## config.mk

```make
export PLATFORM = sky130hd
export DESIGN_NAME = goomba_controller
export DESIGN_NICKNAME = d
export VERILOG_FILES = /design/src/rtl/goomba_controller.sv
export SDC_FILE = /design/constraint.sdc
export NUM_CORES = 1
export LEC_CHECK = 0
export CORE_MARGIN = 1
export CORE_UTILIZATION = 45
export CTS_BUF_LIST = sky130_fd_sc_hd__clkbuf_8
export CTS_CLUSTER_SIZE = 28
export DETAILED_ROUTE_END_ITERATION = 10
export HOLD_SLACK_MARGIN = 0.05
export PLACE_DENSITY = 0.74
export SYNTH_ARGS = -nofsm -noshare
export SYNTH_HDL_FRONTEND = slang
export SYNTH_SLANG_ARGS = --single-unit
```

## constraint.sdc

```tcl
create_clock -name vga_clk -period 5 [get_ports vga_clk]
set_input_delay 0.75 -clock vga_clk [delete_from_list [all_inputs] [get_ports vga_clk]]
set_output_delay 0.75 -clock vga_clk [all_outputs]
set_load 0.1 [all_outputs]
```

## src/rtl/goomba_controller.sv

```systemverilog
// Goomba sprite controller: patrols between screen bounds, detects contact with Mario,
// and runs a squash -> gone -> respawn sequence after a stomp.
module goomba_controller #(
  parameter int unsigned X_START        = 400,
  parameter int unsigned Y_GROUND       = 432,
  parameter int unsigned X_MIN          = 16,
  parameter int unsigned X_MAX          = 623,
  parameter int unsigned STEP           = 1,
  parameter int unsigned HALF           = 16,
  parameter int unsigned SQUASH_FRAMES  = 30,
  parameter int unsigned RESPAWN_FRAMES = 120
) (
  input  logic       vga_clk,
  input  logic       reset,
  input  logic       frame_tick,
  input  logic [9:0] MarioX,
  input  logic [9:0] MarioY,
  input  logic [9:0] MarioXS,
  input  logic [9:0] MarioYS,
  input  logic       mario_falling,
  output logic [9:0] GoombaX,
  output logic [9:0] GoombaY,
  output logic [9:0] GoombaXS,
  output logic [9:0] GoombaYS,
  output logic       reverse_g,
  output logic       goomba_alive,
  output logic       stomp,
  output logic       hit_mario
);

  localparam logic [9:0] XStart   = 10'(X_START);
  localparam logic [9:0] YGround  = 10'(Y_GROUND);
  localparam logic [9:0] XMin     = 10'(X_MIN);
  localparam logic [9:0] XMax     = 10'(X_MAX);
  localparam logic [9:0] Step     = 10'(STEP);
  localparam logic [9:0] Half     = 10'(HALF);
  localparam logic [9:0] HalfSq   = 10'(HALF / 2);
  // Squashed sprite keeps its bottom edge on the ground.
  localparam logic [9:0] YSquash  = 10'(Y_GROUND + HALF / 2);
  localparam logic [9:0] XLeftLim = 10'(X_MIN + STEP);
  localparam logic [9:0] XRightLim = 10'(X_MAX - STEP);
  localparam logic [6:0] SquashLast  = 7'(SQUASH_FRAMES - 1);
  localparam logic [6:0] RespawnLast = 7'(RESPAWN_FRAMES - 1);

  typedef enum logic [1:0] {StWalk, StSquash, StGone} state_e;

  state_e     state;
  logic [6:0] fcnt;

  logic [9:0] m_right, m_left, m_bottom, m_top;
  logic [9:0] g_right, g_left, g_bottom, g_top;
  logic       overlap;
  logic       stomped;

  // 10-bit unsigned edge compares; wrap-around is intentional.
  always_comb begin
    m_right  = MarioX + MarioXS;
    m_left   = MarioX - MarioXS;
    m_bottom = MarioY + MarioYS;
    m_top    = MarioY - MarioYS;
    g_right  = GoombaX + GoombaXS;
    g_left   = GoombaX - GoombaXS;
    g_bottom = GoombaY + GoombaYS;
    g_top    = GoombaY - GoombaYS;
    overlap  = (m_right >= g_left) && (m_left <= g_right) &&
               (m_bottom >= g_top) && (m_top <= g_bottom);
    stomped  = overlap && mario_falling && (MarioY < GoombaY);
  end

  always_ff @(posedge vga_clk) begin
    if (reset) begin
      state        <= StWalk;
      fcnt         <= '0;
      GoombaX      <= XStart;
      GoombaY      <= YGround;
      GoombaXS     <= Half;
      GoombaYS     <= Half;
      reverse_g    <= 1'b1;
      goomba_alive <= 1'b1;
      stomp        <= 1'b0;
      hit_mario    <= 1'b0;
    end else begin
      stomp     <= 1'b0;
      hit_mario <= 1'b0;
      if (frame_tick) begin
        unique case (state)
          StWalk: begin
            if (stomped) begin
              stomp    <= 1'b1;
              state    <= StSquash;
              fcnt     <= '0;
              GoombaYS <= HalfSq;
              GoombaY  <= YSquash;
            end else begin
              hit_mario <= overlap;
              if (reverse_g) begin
                if (GoombaX <= XLeftLim) begin
                  GoombaX   <= XMin;
                  reverse_g <= 1'b0;
                end else begin
                  GoombaX <= GoombaX - Step;
                end
              end else begin
                if (GoombaX >= XRightLim) begin
                  GoombaX   <= XMax;
                  reverse_g <= 1'b1;
                end else begin
                  GoombaX <= GoombaX + Step;
                end
              end
            end
          end
          StSquash: begin
            if (fcnt == SquashLast) begin
              state        <= StGone;
              fcnt         <= '0;
              goomba_alive <= 1'b0;
            end else begin
              fcnt <= fcnt + 7'd1;
            end
          end
          StGone: begin
            if (fcnt == RespawnLast) begin
              state        <= StWalk;
              fcnt         <= '0;
              GoombaX      <= XStart;
              GoombaY      <= YGround;
              GoombaXS     <= Half;
              GoombaYS     <= Half;
              reverse_g    <= 1'b1;
              goomba_alive <= 1'b1;
            end else begin
              fcnt <= fcnt + 7'd1;
            end
          end
          default: state <= StWalk;
        endcase
      end
    end
  end

endmodule

```

==> reports/results.tsv <==
metric	value	unit
result of the run	finished clean	
classification of the worst-slack hold path	flop to flop	
gate count of the mapped netlist	598	
worst setup path class	input port to flop	
Critical Path Source Type	input port	
worst hold-check slack	518.3	ps
worst slack after detailed placement	-205.1	ps
per-cell routed wire length	13.97	µm
logic depth of the worst register-to-register path	14	
initial core utilization	46.38	%
register bit total from synthesis	25	
end of the worst register-to-register path	GoombaYS[4]	
internal power	0.6128	mW
number of max-cap violations	0	
die width	102.4	µm
setup slack of the critical path after layout	244.2	ps
wire length of the first global-routing pass	18040	µm
Clk Latency, worst-skew pair	270	ps
clock input transition at the sequential cells of the worst setup and hold paths	90	ps
maximum clock rate	210.3	MHz
RePlAce Congestion	0.9302	
post-synthesis cell type count	69	
wire length reported by the detailed router	10980	µm
DR vias	4377	
Mapped Avg Cell Area	7.580	µm²
H-tree Lvls	1	
chip height	102.4	µm
Synth area leaders	sky130_fd_sc_hd__ha_1 20%, sky130_fd_sc_hd__dfxtp_1 11%, sky130_fd_sc_hd__buf_4 5.1%, sky130_fd_sc_hd__inv_1 4.7%, sky130_fd_sc_hd__xnor2_1 4.6%	
max-slew violation count	0	
fraction of registers with async set or reset after synthesis	0	%
mapped cell area	4533	µm²
combinational share of power	70.2	%
final critical-path share of the clock period	95.12	%
total of endpoints with negative setup slack in the final report	0	
core outline area	9774	µm²
cell area after placement	5174	µm²
count of filler cells inserted in the layout	948	
final hold vios	0	
count of input and output buffers	60	
Worst Tran Pin Value	1047	ps
Tmin final	4756	ps
number of detailed-route iterations in the first pass	5	
data required time at the worst endpoint	5140	ps
Vias/cell	5.569	
critical-path maximum fanout	5	
top cell type by total area after synthesis	sky130_fd_sc_hd__ha_1	
number of sinks driven by the clock tree	25	
Die Area	10480	µm²
switching power as a share of total power	52.73	%
clock skew after layout	4.406	ps
share of Yosys cell area claimed by the top area cell type	20.43	%
Sw Pwr	0.6836	mW
maximum buffer depth of the clock tree	2	
top flip-flop cell by instance count after synthesis	sky130_fd_sc_hd__dfxtp_1	
count of synthesis-stage warnings from yosys	0	
reg-to-reg slack, setup	1380	ps
critical path capture point type	flop	
Total Power Consumption	1.296	mW
Arrival @ worst endpoint	4900	ps
proportion of layout cells with a drive suffix above 1	6.126	%
post-synthesis sequential area ratio	11.04	%
via count of the first global-routing pass	4022	
count of standard-cell rows	36	
clock tree from TritonCTS	built	
buffer type at the clock tree root	sky130_fd_sc_hd__clkbuf_8	
remaining routing DRC violations	0	
number of nets in the finished design	776	
power density over the cells	245.4	nW/µm²
antenna violation net count after detailed routing	0	
most common cell in the netlist	sky130_fd_sc_hd__ha_1	
post-detailed-placement half-perimeter wirelength	8478	µm
launch point of the critical path	MarioX[1]	
number of violations reported at the end of detailed-routing iteration 0	407	
sequential share of power	20.3	%
io pins	88	
Max VDD drop	0.0001568	V
most numerous cell types in the synthesized netlist	74 x sky130_fd_sc_hd__ha_1, 57 x sky130_fd_sc_hd__inv_1, 46 x sky130_fd_sc_hd__nor2_1, 36 x sky130_fd_sc_hd__nand2_1, 35 x sky130_fd_sc_hd__o21ai_0	
initial antenna violation count	0	
final sum of negative setup slack	0	ps
Critical R2R Launch	GoombaX[4]	
number of flops mapped to enable cells by yosys	0	
endpoint of the most critical setup path	GoombaYS[4]	
LEAKAGE	2.244	nW
clock power share	9.5	%
worst max-slew margin expressed relative to the limit	30.00	%
pin count of the biggest net entering global routing	28	
clock buffers created by TritonCTS	3	
number of diodes added for antenna fixing	0	
final design area excluding fillers	5283	µm²
remaining global-route overflow	0	
post-synthesis to final-layout area growth	16.53	%
global-route usage over all layers	20.69	%
==> critical path, stage by stage <==
cell and delay [ps]:
sky130_fd_sc_hd__clkdlybuf4s50_1 450, sky130_fd_sc_hd__buf_4 160, sky130_fd_sc_hd__fa_1 470, sky130_fd_sc_hd__a21oi_1 170, sky130_fd_sc_hd__o21a_1 160, sky130_fd_sc_hd__o21ba_2 140, sky130_fd_sc_hd__o21a_1 150, sky130_fd_sc_hd__o21bai_1 80
sky130_fd_sc_hd__a21oi_1 180, sky130_fd_sc_hd__xor2_1 180, sky130_fd_sc_hd__ha_1 270, sky130_fd_sc_hd__o2111ai_1 220, sky130_fd_sc_hd__a21oi_1 80, sky130_fd_sc_hd__a221o_1 390, sky130_fd_sc_hd__o2111ai_2 130, sky130_fd_sc_hd__buf_4 160
sky130_fd_sc_hd__a211oi_2 40, sky130_fd_sc_hd__buf_4 190, sky130_fd_sc_hd__a2111oi_0 440, sky130_fd_sc_hd__a211oi_1 90
==> layout by cell type (no fill, tap or decap), drive strengths merged, types with 24 or more instances in the layout <==
master and n:
conb 27, nand2 36, a21oi 27, clkdlybuf4s50 60, nor2 47, inv 57, ha 74, o21ai 35
xnor2 24, dfxtp 25
==> repair_timing <==
item | in CTS | in global routing
buffers inserted | 0 | 2
resized for setup | 0 | 10
hold buffers | 0 | 0
endpoints found under the hold margin | 0 | 0
setup endpoints to repair | 0 | 24
==> power groups by stage <==
stage	Clock (mW)	Sequential, mW	Combinational [mW]
final	0.124	0.263	0.910
after global routing	0.135	0.267	0.996
after CTS	0.126	0.261	0.875
after detailed placement	0	0.266	0.869
after global placement	0	0.265	0.847
after floorplan	0	0.353	0.588
==> cells by family (layout without fill, tap and decap cells) <==
family | count (synthesis) | after routing | share of synthesized area [%]
simple gates | 188 | 188 | 21.36
compound gates | 157 | 157 | 25.48
buf+inv | 107 | 137 | 11.73
fa+ha+maj | 78 | 78 | 22.19
xor+xnor | 38 | 38 | 7.342
flops | 25 | 25 | 11.04
mux | 3 | 3 | 0.6900
other cells | 2 | 27 | 0.1657
==> registers in the layout, indices dropped and copies added (netlist names) <==
| signal | cells |
|---|---|
| goomba_alive | 1 |
| state | 2 |
| fcnt | 7 |
| stomp | 1 |
| GoombaX | 10 |
| reverse_g | 1 |
| GoombaYS | 2 |
| hit_mario | 1 |
==> routing by layer <==
layer,wire length (µm),vias to the layer above,track usage (%)
met3,404,14,0.8208
met1,5148,2063,28.46
met2,5273,110,35.36
met4,154,0,5.385
met5,0,-,0
li1,-,2190,-
==> layout make-up <==
type                            count  area, µm²  area share [%]
Clock buffer                        3      41.29          0.7816
Clock inverter                      1      5.005         0.09474
Inverter                           57      214.0           4.050
Multi-Input combinational cell    491       3615           68.43
Sequential cell                    25      500.5           9.474
Tap cell                          133      166.4           3.150
Timing Repair Buffer               76      740.7           14.02
==> worst min path at each step <==
| stage | startpoint | endpoint | cells past startpoint |
|---|---|---|---|
| 2_1_floorplan | fcnt[4] | fcnt[4] | 2 |
| 3_3_place_gp | fcnt[4] | fcnt[4] | 2 |
| 3_5_place_dp | fcnt[4] | fcnt[4] | 2 |
| 4_1_cts | fcnt[4] | fcnt[4] | 2 |
| 5_1_grt | fcnt[5] | fcnt[5] | 2 |
| 6_report | fcnt[4] | fcnt[4] | 2 |
==> through the flow <==
stage | instances | util (%)
final | 786 | 54.05
after global routing | 786 | 54.05
after CTS | 783 | 53.41
after detailed placement | 779 | 52.93
after global placement | 779 | 52.93
after floorplan | 623 | -
(Power assumes the default switching activity.)
